File: src/rtl/mhp_pkg.sv
// Shared MHP frame constants and scheduler state encodings.
package mhp_pkg;

    localparam int MHP_FRAME_LEN = 51;
    localparam int MHP_PAYLOAD_W = 336;
    localparam int MHP_ADDR_W    = 16;
    localparam int MHP_SIZE_W    = 16;
    localparam int MHP_TYPE_W    = 7;

    typedef enum logic [1:0] {
        ST_IDLE      = 2'd0,
        ST_LAUNCH    = 2'd1,
        ST_WAIT_DONE = 2'd2,
        ST_GAP       = 2'd3
    } tx_state_t;

endpackage

File: src/rtl/mhp_rr_arbiter.sv
// Combinational round-robin pick: first valid bit at or after ptr, modulo N.
module mhp_rr_arbiter
    import mhp_pkg::*;
#(
    parameter int N = 4,
    localparam int IW = $clog2(N)
) (
    input  logic [N-1:0]  valid,
    input  logic [IW-1:0] ptr,
    output logic [IW-1:0] grant,
    output logic          any
);

    logic [IW:0] idx;

    always_comb begin
        grant = '0;
        any   = 1'b0;
        idx   = '0;
        for (int i = 0; i < N; i++) begin
            idx = {1'b0, ptr} + (IW+1)'(i);
            if (idx >= (IW+1)'(N))
                idx = idx - (IW+1)'(N);
            if (!any && valid[idx[IW-1:0]]) begin
                grant = idx[IW-1:0];
                any   = 1'b1;
            end
        end
    end

endmodule

File: src/rtl/mhp_tx_scheduler.sv
// Round-robin sharing of one MHP frame assembler among NUM_REQ requesters.
// Optional frame/timeout statistics ports: define MHP_TX_SCHED_STATS_EN.
module mhp_tx_scheduler
    import mhp_pkg::*;
#(
    parameter int NUM_REQ        = 4,
    parameter int GAP_CYCLES     = 2,
    parameter int TIMEOUT_CYCLES = 64,
    localparam int IW = $clog2(NUM_REQ)
) (
    input  logic                             clk,
    input  logic                             rst,
    input  logic [NUM_REQ-1:0]               req_valid,
    input  logic [MHP_ADDR_W*NUM_REQ-1:0]    req_dst,
    input  logic [MHP_ADDR_W*NUM_REQ-1:0]    req_src,
    input  logic [MHP_SIZE_W*NUM_REQ-1:0]    req_size,
    input  logic [NUM_REQ-1:0]               req_dir,
    input  logic [MHP_TYPE_W*NUM_REQ-1:0]    req_type,
    input  logic [MHP_PAYLOAD_W*NUM_REQ-1:0] req_payload,
    output logic [NUM_REQ-1:0]               req_ack,
    output logic [NUM_REQ-1:0]               req_err,
    output logic                             fa_start,
    output logic [MHP_ADDR_W-1:0]            fa_dst,
    output logic [MHP_ADDR_W-1:0]            fa_src,
    output logic [MHP_SIZE_W-1:0]            fa_size,
    output logic                             fa_dir,
    output logic [MHP_TYPE_W-1:0]            fa_type,
    output logic [MHP_PAYLOAD_W-1:0]         fa_payload,
    input  logic                             fa_done,
    output logic                             busy,
    output logic [IW-1:0]                    grant_id
`ifdef MHP_TX_SCHED_STATS_EN
    ,
    output logic [31:0]                      stat_frames,
    output logic [15:0]                      stat_timeouts
`endif
);

    localparam int CW = $clog2(TIMEOUT_CYCLES + 1);
    localparam int GW = $clog2(GAP_CYCLES + 1);

    tx_state_t     state;
    logic [IW-1:0] rr_ptr;
    logic [CW-1:0] tmo_cnt;
    logic [GW-1:0] gap_cnt;
    logic [IW-1:0] arb_grant;
    logic          arb_any;
    logic          ack_evt;
    logic          err_evt;
    logic [IW-1:0] next_ptr;

    mhp_rr_arbiter #(.N(NUM_REQ)) u_arb (
        .valid (req_valid),
        .ptr   (rr_ptr),
        .grant (arb_grant),
        .any   (arb_any)
    );

    // done beats a coincident timeout
    assign ack_evt  = (state == ST_WAIT_DONE) && fa_done;
    assign err_evt  = (state == ST_WAIT_DONE) && !fa_done
                      && (tmo_cnt == CW'(TIMEOUT_CYCLES - 1));
    assign next_ptr = (grant_id == IW'(NUM_REQ - 1)) ? '0 : grant_id + 1'b1;
    assign busy     = (state != ST_IDLE);

    always_ff @(posedge clk) begin
        if (rst) begin
            state      <= ST_IDLE;
            rr_ptr     <= '0;
            tmo_cnt    <= '0;
            gap_cnt    <= '0;
            grant_id   <= '0;
            req_ack    <= '0;
            req_err    <= '0;
            fa_start   <= 1'b0;
            fa_dst     <= '0;
            fa_src     <= '0;
            fa_size    <= '0;
            fa_dir     <= 1'b0;
            fa_type    <= '0;
            fa_payload <= '0;
        end else begin
            fa_start <= 1'b0;
            req_ack  <= '0;
            req_err  <= '0;
            unique case (state)
                ST_IDLE: begin
                    if (arb_any) begin
                        fa_dst     <= req_dst[arb_grant*MHP_ADDR_W +: MHP_ADDR_W];
                        fa_src     <= req_src[arb_grant*MHP_ADDR_W +: MHP_ADDR_W];
                        fa_size    <= req_size[arb_grant*MHP_SIZE_W +: MHP_SIZE_W];
                        fa_dir     <= req_dir[arb_grant];
                        fa_type    <= req_type[arb_grant*MHP_TYPE_W +: MHP_TYPE_W];
                        fa_payload <= req_payload[arb_grant*MHP_PAYLOAD_W +: MHP_PAYLOAD_W];
                        grant_id   <= arb_grant;
                        state      <= ST_LAUNCH;
                    end
                end
                ST_LAUNCH: begin
                    fa_start <= 1'b1;
                    tmo_cnt  <= '0;
                    state    <= ST_WAIT_DONE;
                end
                ST_WAIT_DONE: begin
                    if (tmo_cnt != CW'(TIMEOUT_CYCLES))
                        tmo_cnt <= tmo_cnt + 1'b1;
                    if (ack_evt || err_evt) begin
                        req_ack[grant_id] <= ack_evt;
                        req_err[grant_id] <= err_evt;
                        rr_ptr  <= next_ptr;
                        gap_cnt <= '0;
                        state   <= ST_GAP;
                    end
                end
                ST_GAP: begin
                    if (gap_cnt == GW'(GAP_CYCLES - 1))
                        state <= ST_IDLE;
                    else
                        gap_cnt <= gap_cnt + 1'b1;
                end
                default: state <= ST_IDLE;
            endcase
        end
    end

`ifdef MHP_TX_SCHED_STATS_EN
    always_ff @(posedge clk) begin
        if (rst) begin
            stat_frames   <= '0;
            stat_timeouts <= '0;
        end else begin
            if (ack_evt)
                stat_frames <= stat_frames + 1'b1;
            if (err_evt && stat_timeouts != 16'hFFFF)
                stat_timeouts <= stat_timeouts + 1'b1;
        end
    end
`endif

endmodule

File: config.mk
export PLATFORM = sky130hd
export DESIGN_NAME = mhp_tx_scheduler
export DESIGN_NICKNAME = d
export VERILOG_FILES = /design/src/rtl/mhp_pkg.sv /design/src/rtl/mhp_rr_arbiter.sv /design/src/rtl/mhp_tx_scheduler.sv
export SDC_FILE = /design/constraint.sdc
export NUM_CORES = 2
export LEC_CHECK = 0
export CORE_AREA = 5 5 765 767
export DETAILED_ROUTE_END_ITERATION = 12
export DIE_AREA = 0 0 770 772
export PLACE_DENSITY = 0.3
export SLEW_MARGIN = 15
export SYNTH_ARGS = -nofsm -noshare
export SYNTH_HDL_FRONTEND = slang
export SYNTH_SLANG_ARGS = --single-unit
File: constraint.sdc
create_clock -name clk -period 2.8 [get_ports clk]
set_input_delay 0.56 -clock clk [delete_from_list [all_inputs] [get_ports clk]]
set_output_delay 0.56 -clock clk [all_outputs]
set_load 0.01 [all_outputs]
==> reports/results.txt <==
die area - 594,400 um2
Reg clk slew, reported paths - 50 ps
CP startpoint kind - input pin
crit-path max cell delay - 550 ps
fin crit period - 2673 ps
H-tree depth - 3
Worst EP required - 3450 ps
DRT iter0 DRCs - 3,120
Core Region - 576,700 um2
first-pass GRT wire length - 545,600 um
Main synth FF type - dfxtp_1
final setup vio count - 0
total global-route track usage - 14.85%
Worst-Skew Late Latency - 800 ps
Wirelength per Cell - 35.72 um
final wirelength - 463,600 um
root buffer cell - clkbuf_16
# rows - 279
critical path type - in -> reg
CTS tree - done
Power Density - 639.1 nW/um2
status - complete, no violations
sequential share of the synthesized area - 33.69%
DR pass1 iterations - 7
Peak supply drop - 0.3680 mV
FF-to-FF Start - rr_ptr[0]
Post-synth ARST share - 0%
fin nets - 6,646
clk buf depth - 4
Chip Width - 770 um
Multi-input gate area - 15,000 um2
number of max-cap violations - 0
Setup Skew - 42.23 ps
CP max FO - 28
Fmax - 374.1 MHz
Vias/cell - 2.894
syn_area_per_cell - 8.676 um2
vias in the first global route - 37,170
routability cong. - 0.9123
cells along the critical path - dlygate4sd2_1 -> nor2_1 -> buf_4 -> or4_4 -> buf_12 -> buf_12 -> nand3_1 -> a21oi_1 -> buf_12 -> a221o_1
final worst slack - 126.9 ps
maximum number of pins on one net before global-route repair - 56
IO Pins - 1,979
Syn Inst Count - 2,849
Die H - 772 um
register area - 8328 um2
fill cell total of the finished layout - 66,880
number of antenna violations at the first check in global routing - 592
HP Start - gap_cnt[1]
Yosys reg bits - 416
worst path arrival time - 3320 ps
Pins Over Slew Limit - 0
setup TNS - 0 ps
DRC - 0
dpl ws - -1182 ps
GRT overflow - 0
crit path from - req_valid[1]
static leakage - 20.31 nW
layout cells sized above 1 - 13.97%
Vias - 37,560
Tot Pwr - 0.03877 W
CP dominant cell by count - buf_12
Slew HR - 50.37%
Post-Synthesis Cell Area - 24,720 um2
net count after synthesis - 4,436
Ys Warns - 0
ANT nets after route - 0
min-delay worst type - reg -> reg
Post-synth EDFFs - 0
top post-synthesis cells by count - dfxtp_1 (416), a21oi_1 (403), o21ai_0 (395)
Area contributors post-synth - dfxtp_1 (34%), a221o_1 (16%), mux2_1 (14%)
PortBufs - 1,978
Setup crit end kind - flop
post-CTS setup buffer count - 0
Final Hold Viols - 0
most common cell in the synthesized netlist - dfxtp_1
most area-hungry cell type in the Yosys netlist - dfxtp_1
Period Utilization, post-route - 95.47%
hpwl dp - 421,100 um
clock sinks - 416
CP max stage cell - dlygate4sd2_1
CTS buffer count - 74
P&R area growth vs syn - 145.4%
hold slack - 452.4 ps
RSZ-0062 raised after global routing - yes
Yosys top cell area share - 33.69%
Initial Util - 4.286%
worst slew pin tran - 736.7 ps
Yosys cell types - 37
## sequential cells by signal, summed over array words and instances, names as in the netlist
register	count
req_err	4
fa_payload	336
gap_cnt	2
rr_ptr	2
grant_id	2
fa_size	16
req_ack	4
state	2
fa_src	16
fa_dst	16
fa_type	7
fa_dir	1
fa_start	1
tmo_cnt	7
## cells by family (layout without fill, tap and decap cells)
kind of cell	Yosys count	in the layout	share of synthesized area (%)
xor gates and xnor gates	5	5	0.1772
AOI/OAI and AO/OA	1196	1196	32.21
other	0	149	0
and+or+nand+nor	466	466	9.552
DFF	416	416	33.69
adders and majority gates	12	12	0.6074
muxes	394	394	17.94
buffers and inverters	360	2616	5.816
## final cells by class
cell class / count / share of cell area, %
timing repair buffer: 2484 / 41.18
inverter: 10 / 0.06188
tap: 7727 / 15.94
multi-input combinational: 2073 / 24.73
clock buffer: 105 / 3.426
antenna: 149 / 0.6146
clock inverter: 17 / 0.3197
sequential: 416 / 13.73
## path summary, 6_finish.rpt
path	end	slack, ps	cells after the start
setup / recovery	fa_dst[14]	130	10
setup reg to reg	fa_payload[195]	160	8
hold reg to reg	gap_cnt[1]	450	2
hold / removal	gap_cnt[1]	450	2
## critical path: cells and delay by family
family                 cells  cell delay, ps
buffers and inverters      5            1360
and+or+nand+nor            3             770
AOI/OAI and AO/OA          2             390
## layer usage
layer | GRT usage (%) | vias up | part of all wire, %
met2 | 23.00 | 2636 | 43
met1 | 16.96 | 17890 | 39
met5 | 0 | - | 0.44
met3 | 9.010 | 943 | 14
met4 | 4.498 | 314 | 4.1
li1 | - | 15780 | -
## repair_timing
action / in CTS / in global routing
hold buffers: 0 / 0
setup endpoints to repair: 245 / 8
resized for setup: 16 / 1
cloned: 0 / 0
endpoints found under the hold margin: 0 / 0
## power breakdown
part / internal [W] / switching, W / total [W]
clock network: 0.00541 / 0.00411 / 0.00952
logic: 0.00959 / 0.0104 / 0.0200
registers: 0.00784 / 0.00140 / 0.00925
total: 0.0228 / 0.0159 / 0.0388
## stage by stage
stage                     cell area, um2  util [%]  cells
after floorplan                    24720         -   2849
after global placement             58020     10.06  12710
after detailed placement           58020     10.06  12710
after CTS                          60290     10.45  12830
after global routing               60410     10.48  12880
final                              60660     10.52  12980
## placed cells by master (no fill, tap or decap), types with 2 or more instances in the layout
| master | instances |
|---|---|
| nor2b_1 | 6 |
| dlygate4sd2_1 | 12 |
| clkdlybuf4s50_1 | 1948 |
| inv_6 | 3 |
| clkbuf_8 | 11 |
| mux2_2 | 79 |
| o21ai_0 | 393 |
| diode_2 | 149 |
| o21ai_1 | 2 |
| nor3b_1 | 2 |
| inv_1 | 10 |
| dfxtp_1 | 416 |
| clkbuf_16 | 74 |
| nor2_4 | 2 |
| nand2_1 | 13 |
| and3_1 | 2 |
| nand4b_1 | 5 |
| nand2b_1 | 6 |
| xor2_1 | 3 |
| buf_4 | 408 |
| clkinvlp_4 | 3 |
| buf_12 | 115 |
| a21oi_2 | 2 |
| clkbuf_1 | 20 |
| nand3_1 | 394 |
| bufinv_16 | 3 |
| nor2_1 | 26 |
| clkinv_2 | 6 |
| a221o_1 | 392 |
| ha_1 | 12 |
| mux2_1 | 314 |
| xnor2_1 | 2 |
| a21oi_1 | 401 |
Note: power is estimated with default switching activity, not from simulation.
